<file path="config.mk">
export PLATFORM = sky130hd
export DESIGN_NAME = control_unit
export DESIGN_NICKNAME = d
export VERILOG_FILES = /design/src/rtl/cpu_pkg.sv /design/src/rtl/control_unit_instr_class.sv /design/src/rtl/control_unit.sv
export SDC_FILE = /design/constraint.sdc
export NUM_CORES = 1
export LEC_CHECK = 0
export BUFFER_PORTS_ARGS = -buffer_cell sky130_fd_sc_hd__buf_2
export CAP_MARGIN = 0
export CORE_AREA = 2 2 54 56
export CTS_BUF_LIST = sky130_fd_sc_hd__clkbuf_8
export CTS_CLUSTER_SIZE = 8
export DETAILED_ROUTE_END_ITERATION = 8
export DIE_AREA = 0 0 56 58
export GPL_TIMING_DRIVEN = 0
export PLACE_DENSITY = 0.78
export SYNTH_ARGS = -nofsm -noshare
export SYNTH_HDL_FRONTEND = slang
export SYNTH_HIERARCHICAL = 1
export SYNTH_SLANG_ARGS = --single-unit
</file>
<file path="constraint.sdc">
create_clock -name clk -period 2.7 [get_ports clk]
set_clock_uncertainty 0.1 [all_clocks]
set_input_delay 0.135 -clock clk [delete_from_list [all_inputs] [get_ports clk]]
set_output_delay 0.135 -clock clk [all_outputs]
set_load 0.02 [all_outputs]
</file>
<file path="src/rtl/cpu_pkg.sv">
// Shared definitions for the phase-2 CPU control path: opcodes, IR field
// bounds, T-state enumeration and instruction classes.
package cpu_pkg;

    // Opcode values carried in ir[31:27]
    localparam logic [4:0] OP_LD   = 5'b00000;
    localparam logic [4:0] OP_LDI  = 5'b00001;
    localparam logic [4:0] OP_ST   = 5'b00010;
    localparam logic [4:0] OP_ADD  = 5'b00011;
    localparam logic [4:0] OP_SUB  = 5'b00100;
    localparam logic [4:0] OP_AND  = 5'b00101;
    localparam logic [4:0] OP_OR   = 5'b00110;
    localparam logic [4:0] OP_SHR  = 5'b00111;
    localparam logic [4:0] OP_SHL  = 5'b01000;
    localparam logic [4:0] OP_ROR  = 5'b01001;
    localparam logic [4:0] OP_ROL  = 5'b01010;
    localparam logic [4:0] OP_ADDI = 5'b01011;
    localparam logic [4:0] OP_ANDI = 5'b01100;
    localparam logic [4:0] OP_ORI  = 5'b01101;
    localparam logic [4:0] OP_MUL  = 5'b01110;
    localparam logic [4:0] OP_DIV  = 5'b01111;
    localparam logic [4:0] OP_NEG  = 5'b10000;
    localparam logic [4:0] OP_NOT  = 5'b10001;
    localparam logic [4:0] OP_NOP  = 5'b11010;
    localparam logic [4:0] OP_HALT = 5'b11011;

    // Instruction register field bounds
    localparam int OPC_HI = 31;
    localparam int OPC_LO = 27;
    localparam int RA_HI  = 26;
    localparam int RA_LO  = 23;
    localparam int RB_HI  = 22;
    localparam int RB_LO  = 19;
    localparam int RC_HI  = 18;
    localparam int RC_LO  = 15;
    localparam int C_HI   = 18;
    localparam int C_LO   = 0;

    // T-state sequence; HALT is terminal until reset
    typedef enum logic [3:0] {
        S_T0   = 4'd0,
        S_T1   = 4'd1,
        S_T2   = 4'd2,
        S_T3   = 4'd3,
        S_T4   = 4'd4,
        S_T5   = 4'd5,
        S_T6   = 4'd6,
        S_T7   = 4'd7,
        S_HALT = 4'd8
    } state_t;

    // Execute-sequence families selected by the opcode
    typedef enum logic [3:0] {
        CLS_RTYPE   = 4'd0,
        CLS_IMM     = 4'd1,
        CLS_LDI     = 4'd2,
        CLS_LD      = 4'd3,
        CLS_ST      = 4'd4,
        CLS_MULDIV  = 4'd5,
        CLS_UNARY   = 4'd6,
        CLS_NOP     = 4'd7,
        CLS_HALT    = 4'd8,
        CLS_ILLEGAL = 4'd9
    } iclass_t;

    // Extract the opcode field from an instruction word
    function automatic logic [4:0] opcode_of(input logic [31:0] instr);
        return instr[OPC_HI:OPC_LO];
    endfunction

endpackage

</file>
<file path="src/rtl/control_unit_instr_class.sv">
// Opcode-to-class decoder; the control FSM branches on the class only.
module instr_class
    import cpu_pkg::*;
(
    input  logic [4:0] opcode,
    output iclass_t    cls
);

    // Pure lookup; anything not listed is an undefined opcode
    always_comb begin
        cls = CLS_ILLEGAL;
        case (opcode)
            OP_ADD, OP_SUB, OP_AND, OP_OR,
            OP_SHR, OP_SHL, OP_ROR, OP_ROL:  cls = CLS_RTYPE;
            OP_ADDI, OP_ANDI, OP_ORI:        cls = CLS_IMM;
            OP_LDI:                          cls = CLS_LDI;
            OP_LD:                           cls = CLS_LD;
            OP_ST:                           cls = CLS_ST;
            OP_MUL, OP_DIV:                  cls = CLS_MULDIV;
            OP_NEG, OP_NOT:                  cls = CLS_UNARY;
            OP_NOP:                          cls = CLS_NOP;
            OP_HALT:                         cls = CLS_HALT;
            default:                         cls = CLS_ILLEGAL;
        endcase
    end

endmodule

</file>
<file path="src/rtl/control_unit.sv">
// Multi-cycle sequencing control unit: fetch (T0..T2) followed by a
// class-specific execute sequence (T3..T7), with memory wait states.
//
// Memory handshake: in a wait state (fetch T1, ld T6, st T7) the strobe
// and the load enable stay asserted every cycle; the state advances on
// the rising edge where mem_rdy=1, so that edge both completes the
// transfer and captures the data.
module control_unit
    import cpu_pkg::*;
#(
    parameter logic [4:0] ADD_OP = 5'b00011
) (
    input  logic        clk,
    input  logic        clr,
    input  logic [31:0] ir,
    input  logic        mem_rdy,
    output logic        PCout,
    output logic        Zhighout,
    output logic        Zlowout,
    output logic        MDRout,
    output logic        Cout,
    output logic        PCin,
    output logic        IRin,
    output logic        MARin,
    output logic        MDRin,
    output logic        Yin,
    output logic        Zin,
    output logic        HIin,
    output logic        LOin,
    output logic        IncPC,
    output logic        Gra,
    output logic        Grb,
    output logic        Grc,
    output logic        Rin,
    output logic        Rout,
    output logic        BAout,
    output logic        Read,
    output logic        Write,
    output logic [4:0]  alu_op,
    output logic        run,
    output logic        illegal
);

    state_t     state_q, state_d;
    logic       run_q, run_d;
    logic [4:0] opcode;
    iclass_t    cls;
    logic       unused_ir_bits;

    // Register fields are routed by the datapath via Gra/Grb/Grc
    assign opcode         = opcode_of(ir);
    assign unused_ir_bits = ^ir[OPC_LO-1:0];

    instr_class u_instr_class (
        .opcode (opcode),
        .cls    (cls)
    );

    // Next-state: hold in T0 for the first edge after reset, then sequence
    always_comb begin
        run_d   = 1'b1;
        state_d = state_q;
        if (run_q) begin
            case (state_q)
                S_T0: state_d = S_T1;
                S_T1: state_d = mem_rdy ? S_T2 : S_T1;
                S_T2: state_d = S_T3;
                S_T3: begin
                    case (cls)
                        CLS_NOP, CLS_ILLEGAL: state_d = S_T0;
                        CLS_HALT:             state_d = S_HALT;
                        default:              state_d = S_T4;
                    endcase
                end
                S_T4: state_d = (cls == CLS_UNARY) ? S_T0 : S_T5;
                S_T5: begin
                    case (cls)
                        CLS_LD, CLS_ST, CLS_MULDIV: state_d = S_T6;
                        default:                    state_d = S_T0;
                    endcase
                end
                S_T6: begin
                    case (cls)
                        CLS_LD:  state_d = mem_rdy ? S_T7 : S_T6;
                        CLS_ST:  state_d = S_T7;
                        default: state_d = S_T0;
                    endcase
                end
                S_T7: begin
                    if (cls == CLS_ST) begin
                        state_d = mem_rdy ? S_T0 : S_T7;
                    end else begin
                        state_d = S_T0;
                    end
                end
                S_HALT:  state_d = S_HALT;
                default: state_d = S_T0;
            endcase
        end
    end

    // State register; clr aborts any sequence immediately
    always_ff @(posedge clk or negedge clr) begin
        if (!clr) begin
            state_q <= S_T0;
            run_q   <= 1'b0;
        end else begin
            state_q <= state_d;
            run_q   <= run_d;
        end
    end

    // Moore output decode from the registered state and the stable IR
    always_comb begin
        PCout    = 1'b0;
        Zhighout = 1'b0;
        Zlowout  = 1'b0;
        MDRout   = 1'b0;
        Cout     = 1'b0;
        PCin     = 1'b0;
        IRin     = 1'b0;
        MARin    = 1'b0;
        MDRin    = 1'b0;
        Yin      = 1'b0;
        Zin      = 1'b0;
        HIin     = 1'b0;
        LOin     = 1'b0;
        IncPC    = 1'b0;
        Gra      = 1'b0;
        Grb      = 1'b0;
        Grc      = 1'b0;
        Rin      = 1'b0;
        Rout     = 1'b0;
        BAout    = 1'b0;
        Read     = 1'b0;
        Write    = 1'b0;
        alu_op   = 5'b00000;
        illegal  = 1'b0;
        run      = run_q && (state_q != S_HALT);
        if (run_q) begin
            case (state_q)
                S_T0: begin
                    PCout = 1'b1;
                    MARin = 1'b1;
                    IncPC = 1'b1;
                    Zin   = 1'b1;
                end
                S_T1: begin
                    Zlowout = 1'b1;
                    PCin    = 1'b1;
                    Read    = 1'b1;
                    MDRin   = 1'b1;
                end
                S_T2: begin
                    MDRout = 1'b1;
                    IRin   = 1'b1;
                end
                S_T3: begin
                    case (cls)
                        CLS_RTYPE, CLS_IMM: begin
                            Grb  = 1'b1;
                            Rout = 1'b1;
                            Yin  = 1'b1;
                        end
                        CLS_LDI, CLS_LD, CLS_ST: begin
                            Grb   = 1'b1;
                            BAout = 1'b1;
                            Yin   = 1'b1;
                        end
                        CLS_MULDIV: begin
                            Gra  = 1'b1;
                            Rout = 1'b1;
                            Yin  = 1'b1;
                        end
                        CLS_UNARY: begin
                            Grb    = 1'b1;
                            Rout   = 1'b1;
                            alu_op = opcode;
                            Zin    = 1'b1;
                        end
                        CLS_ILLEGAL: illegal = 1'b1;
                        default: ;
                    endcase
                end
                S_T4: begin
                    case (cls)
                        CLS_RTYPE: begin
                            Grc    = 1'b1;
                            Rout   = 1'b1;
                            alu_op = opcode;
                            Zin    = 1'b1;
                        end
                        CLS_IMM: begin
                            Cout   = 1'b1;
                            alu_op = opcode;
                            Zin    = 1'b1;
                        end
                        CLS_LDI, CLS_LD, CLS_ST: begin
                            Cout   = 1'b1;
                            alu_op = ADD_OP;
                            Zin    = 1'b1;
                        end
                        CLS_MULDIV: begin
                            Grb    = 1'b1;
                            Rout   = 1'b1;
                            alu_op = opcode;
                            Zin    = 1'b1;
                        end
                        CLS_UNARY: begin
                            Zlowout = 1'b1;
                            Gra     = 1'b1;
                            Rin     = 1'b1;
                        end
                        default: ;
                    endcase
                end
                S_T5: begin
                    case (cls)
                        CLS_RTYPE, CLS_IMM, CLS_LDI: begin
                            Zlowout = 1'b1;
                            Gra     = 1'b1;
                            Rin     = 1'b1;
                        end
                        CLS_LD, CLS_ST: begin
                            Zlowout = 1'b1;
                            MARin   = 1'b1;
                        end
                        CLS_MULDIV: begin
                            Zlowout = 1'b1;
                            LOin    = 1'b1;
                        end
                        default: ;
                    endcase
                end
                S_T6: begin
                    case (cls)
                        CLS_LD: begin
                            Read  = 1'b1;
                            MDRin = 1'b1;
                        end
                        CLS_ST: begin
                            Gra   = 1'b1;
                            Rout  = 1'b1;
                            MDRin = 1'b1;
                        end
                        CLS_MULDIV: begin
                            Zhighout = 1'b1;
                            HIin     = 1'b1;
                        end
                        default: ;
                    endcase
                end
                S_T7: begin
                    case (cls)
                        CLS_LD: begin
                            MDRout = 1'b1;
                            Gra    = 1'b1;
                            Rin    = 1'b1;
                        end
                        CLS_ST:  Write = 1'b1;
                        default: ;
                    endcase
                end
                default: ;
            endcase
        end
    end

endmodule

</file>
* Word-level counts from Yosys, hierarchy flattened *
Memories as Yosys holds them, arrays and structs flattened.
Cells that the tools add are included.

storage, ports and cells
  register bits = 5
  bits in read-only memories = 128
  input bits = 35
  output and inout bits = 29
  memories kept = 1

operators by class
  equality and inequality tests = 18
  mux-type cells = 69
  reduce and logical (&&, ||, !) cells = 14

memories
  memory            depth  width  rd ports  clocked after Yosys merged registers in  wr ports  line                            RTL
  (name not given)  32     4      1         0                                        0         control_unit_instr_class.sv:12  case (opcode)

operators with widths
  operator                                                               count
  1-bit 2-to-1 mux                                                       47
  4-bit case mux with 9 select lines                                     1
  4-bit by 3-bit equality test with 1-bit output, second input constant  8
  5-bit case mux with 2 select lines                                     2
  4-bit by 2-bit equality test with 1-bit output, second input constant  4
  4-bit equality test, second input constant                             3
  3-bit 2-to-1 mux                                                       4
  1-bit case mux with 3 select lines                                     4
  3-bit OR reduction                                                     4
  6-bit OR reduction                                                     2
  5-bit 2-to-1 mux                                                       2
  1-bit case mux with 2 select lines                                     5
  4-bit by 1-bit equality test with 1-bit output, second input constant  2
  4-bit logical NOT                                                      2
  4-bit case mux with 2 select lines                                     1
  4-bit OR reduction                                                     2
  3-bit case mux with 2 select lines                                     1
  2-bit OR reduction                                                     3
  1-bit case mux with 5 select lines                                     1
  4-bit inequality test, second input constant                           1
  2-bit 2-to-1 mux                                                       1
  1-bit logical AND                                                      1

* Logic depth before layout (Yosys ltp) *
An unclocked memory read counts as a cell.

  depth after elaboration = 6
  mapped depth = 10
  mapped depth without buffers = 7

* Cells and area by module *
Netlist, hierarchy kept.

by module, submodules not included
  module        times used  cells an instance  area an instance (µm²)  seq. area each (µm²)
  control_unit  1           146                1003.5                  125.1
  instr_class   1           20                 137.6                   0.0

* Worst setup path before layout *
No wires, ideal clock.

  path type = input to output
  from = input ir[30]
  to = output alu_op[0]
  arrival time = 2013 ps
  path slack = 452 ps
  stages = 8
  buffers on the path = 1
  path through = buf_6 xor2_1 o31ai_1 a32o_2 nand2_1 or4_1 a221o_1 nor2_1

on the way
  word-level cells in the longest chain between the ends = 6
  elaborated cells on any way between the ends = 14

RTL lines
  what                                                                          line                 RTL
  start, declared                                                               control_unit.sv:15   input logic [31:0] ir,
  memory read 32 x 4 bit *                                                      -
  named net cls[2]                                                              control_unit.sv:47   iclass_t cls;
  4-bit by 3-bit equality test with 1-bit output, or another cell as far along  control_unit.sv:186  case (cls)
  3-bit OR reduction, on equally long branches                                  -
  5-bit case mux with 2 select lines                                            control_unit.sv:186
  5-bit case mux with 2 select lines *                                          control_unit.sv:141  case (state_q)
  5-bit 2-to-1 mux *                                                            control_unit.sv:140  if (run_q) begin
  end, declared                                                                 control_unit.sv:39   output logic [4:0] alu_op,

Mark *: on every way through the listed nets, which the timed path passes. The rest lies on a longest branch.

* Worst setup path in the final report *
  from = input ir[30]
  to = output Gra

on the way
  word-level cells in the longest chain between the ends = 6
  elaborated cells on any way between the ends = 16

RTL lines
  what                                                                          line                 RTL
  memory read 32 x 4 bit *                                                      -
  named net cls[0]                                                              control_unit.sv:47
  4-bit by 1-bit equality test with 1-bit output, or another cell as far along  control_unit.sv:218  case (cls)
  3-bit OR reduction                                                            -
  1-bit 2-to-1 mux                                                              control_unit.sv:218
  1-bit case mux with 5 select lines *                                          control_unit.sv:141
  1-bit 2-to-1 mux *                                                            control_unit.sv:140
  end, declared                                                                 control_unit.sv:31   output logic Gra,

Marked as above.

==> impl_metrics.ini <==
[run_status]
status = finished, final reports clean

[synth]
synth-edff-count = 0
seq_area_frac_synth = 0.110
syn_area_per_cell_um2 = 6.87
ys_top_cells_by_area = dfrtp_1 11%, nor2_1 6.3%, o21ai_0 4.4%
synthCells = 166
synth_flop_cell = dfrtp_1
synth_top_area_share = 0.110
syn_nets = 201
ys_ff_latch = 5
synthesis.area_um2 = 1140
yosys.area.top_type = dfrtp_1
ys_warn_count = 6
ys_types = 56
synthArstFlopShare = 1.00

[pwr]
p_leak_nw = 0.644
pwr-share-seq = 0.127
power.share.clock = 0.142
power.switching_mw = 0.486
pwr-share-comb = 0.731
peakVddDrop_uv = 547
switching_share = 0.524
intPower_mw = 0.441
power.total_mw = 0.928
power_density_nw_per_um2 = 650

[timing]
max_freq_ghz = 0.397
finalWorstSetupSlack_ns = 0.180
setup_viol = 0
post-route-period-util = 0.933
worstMarginPinSlew_ns = 0.610
slew_headroom = 0.592
timing.setup.tns_ns = 0
fin_crit_ns = 2.52
finalMaxSlewViolations = 0
rsz0062_at_grt = false
hold_violations = 0

[floorplanning]
die_w_um = 56
die_area_um2 = 3250
ios = 64
coreArea_um2 = 2660
start_util = 0.429
rows = 19
die_height_um = 58

[setup_path]
reg2regPathDepth = 5
reg2reg_slack_ns = 0.80
worstPathRequired_ns = 2.47
worstPathArrival_ns = 2.28
reg2reg_from = state_q[2]
crit_path_start_kind = input pin
worstPathMaxFanout = 10
r2r-end = state_q[3]
crit_type = input pin to output pin
worstSetupEndpointType = output pin

[placement]
dp_cells = 233
io_buffers = 36
dpl_cell_area_um2 = 1360
hpwl_um = 2460
gp_congestion = 0.915
dp_slack_ns = 0.0863

[detailed_routing]
vias_per_cell = 5.92
first_pass_iters = 4
routed_wl_um = 3250
drtIter0Drc = 54
vias = 1416
ant_nets = 0
route.detailed.drc = 0
wire_per_inst_um = 13.6

[clocking]
numCtsBuffers = 3
clkLatencyLatePin_ns = 0.22
cts_root_buf = clkbuf_8
cts_tree = done
clk_pin_slew_ns = 0.03
clock_path_buffers = 2
clock_sinks = 5
htreeDepth = 1

[final_layout]
synthToLayoutAreaGrowth_pct = 25.0
finalInstanceArea_um2 = 1430
nNetsFinal = 244
drive_gt1_frac = 0.303
diodes = 0
mostFrequentLayoutCell = buf_2
layout_common_cells = 37 x buf_2, 18 x nor2_1, 11 x nand2_1
finalNonFillerCells = 239

[grt]
grt_util_all_layers = 0.199
antenna_found_initial = 0
grt_max_degree = 11
grt_pass1_wl_um = 5310
grt_pass1_vias = 1197
gr-total-overflow = 0

[min_path]
min_path_type = input pin to async pin

[job]
maxCapViolCount = 0
sequential cells by signal, summed over array words and instances, names as in the netlist:
| signal | flops |
|---|---|
| state_q | 4 |
| run_q | 1 |
metal layers:
| layer | share of wire | global-route usage | up-vias |
|---|---|---|---|
| li1 | - | - | 698 |
| met1 | 0.44 | 0.257 | 643 |
| met2 | 0.47 | 0.341 | 69 |
| met3 | 0.073 | 0.0246 | 6 |
| met4 | 0.014 | 0.0782 | 0 |
| met5 | 0 | 0 | - |
metrics by stage:
step	hold slack [ns]	utilization
6_report	0.146	0.536
5_1_grt	0.148	0.536
4_1_cts	0.137	0.531
3_5_place_dp	-0.149	0.511
3_3_place_gp	-0.151	0.511
2_1_floorplan	-0.261	-
critical path, cell delays in order:
cell and delay [ns]:
buf_2 0.11, buf_6 0.13, o41ai_1 0.36, o2bb2ai_1 0.17, clkbuf_1 0.34, clkbuf_2 0.29
nand3b_1 0.14, o32ai_1 0.14, o21ai_0 0.14, a22oi_1 0.15, buf_2 0.19
cell usage after synthesis (2+ instances only):
cell       count
a211o_1        2
a211oi_1       3
a21oi_1        9
a221o_1        2
and2_1         4
and3_1         2
and4bb_2       2
buf_4          2
buf_6          4
clkbuf_1       9
dfrtp_1        5
inv_1          7
nand2_1       11
nand2b_1       6
nand3_1        6
nand3b_1       3
nand4bb_1      2
nor2_1        19
nor2b_1        4
nor3_1         5
nor3b_1        6
o21ai_0       10
o31ai_1        5
or2_2          3
or3b_2         2
or4_1          2
xnor2_1        2
layout make-up:
cell class | instances | area [µm²]
well taps | 31 | 38.8
flip-flops and latches | 5 | 125
plain buffers | 17 | 105
repair buffers | 38 | 198
clock inverters | 1 | 3.75
fillers | 278 | 1240
clock buffers | 3 | 41.3
inverters | 7 | 26.3
multi-input cells | 137 | 888
how the worst max path moves through the flow:
stage / endpoint / startpoint / cells after the start
3_3_place_gp: Gra / ir[30] / 11
4_1_cts: Gra / ir[30] / 11
3_5_place_dp: Gra / ir[30] / 11
2_1_floorplan: alu_op[0] / ir[30] / 8
5_1_grt: Gra / ir[30] / 11
6_report: Gra / ir[30] / 11
power groups by stage:
stage	logic [mW]	registers [mW]	clock network (mW)
detailed placement	0.665	0.118	0
global route	0.744	0.123	0.144
global placement	0.665	0.117	0
floorplan	0.501	0.113	0
CTS	0.667	0.117	0.136
finish	0.678	0.118	0.132
repair_timing:
item	4_1_cts	5_1_grt
hold buffers	1	0
endpoints found under the setup margin	0	7
gates resized for setup	0	3
hold endpoints to repair	5	0
buffers inserted	0	1
cells by family after synthesis:
kind of cell / synth area share
DFF: 0.110
xor gates and xnor gates: 0.0230
other: 0.00329
and+or+nand+nor: 0.445
buffers and inverters: 0.114
muxes: 0.00877
AOI/OAI and AO/OA: 0.296
(Power assumes the default switching activity.)
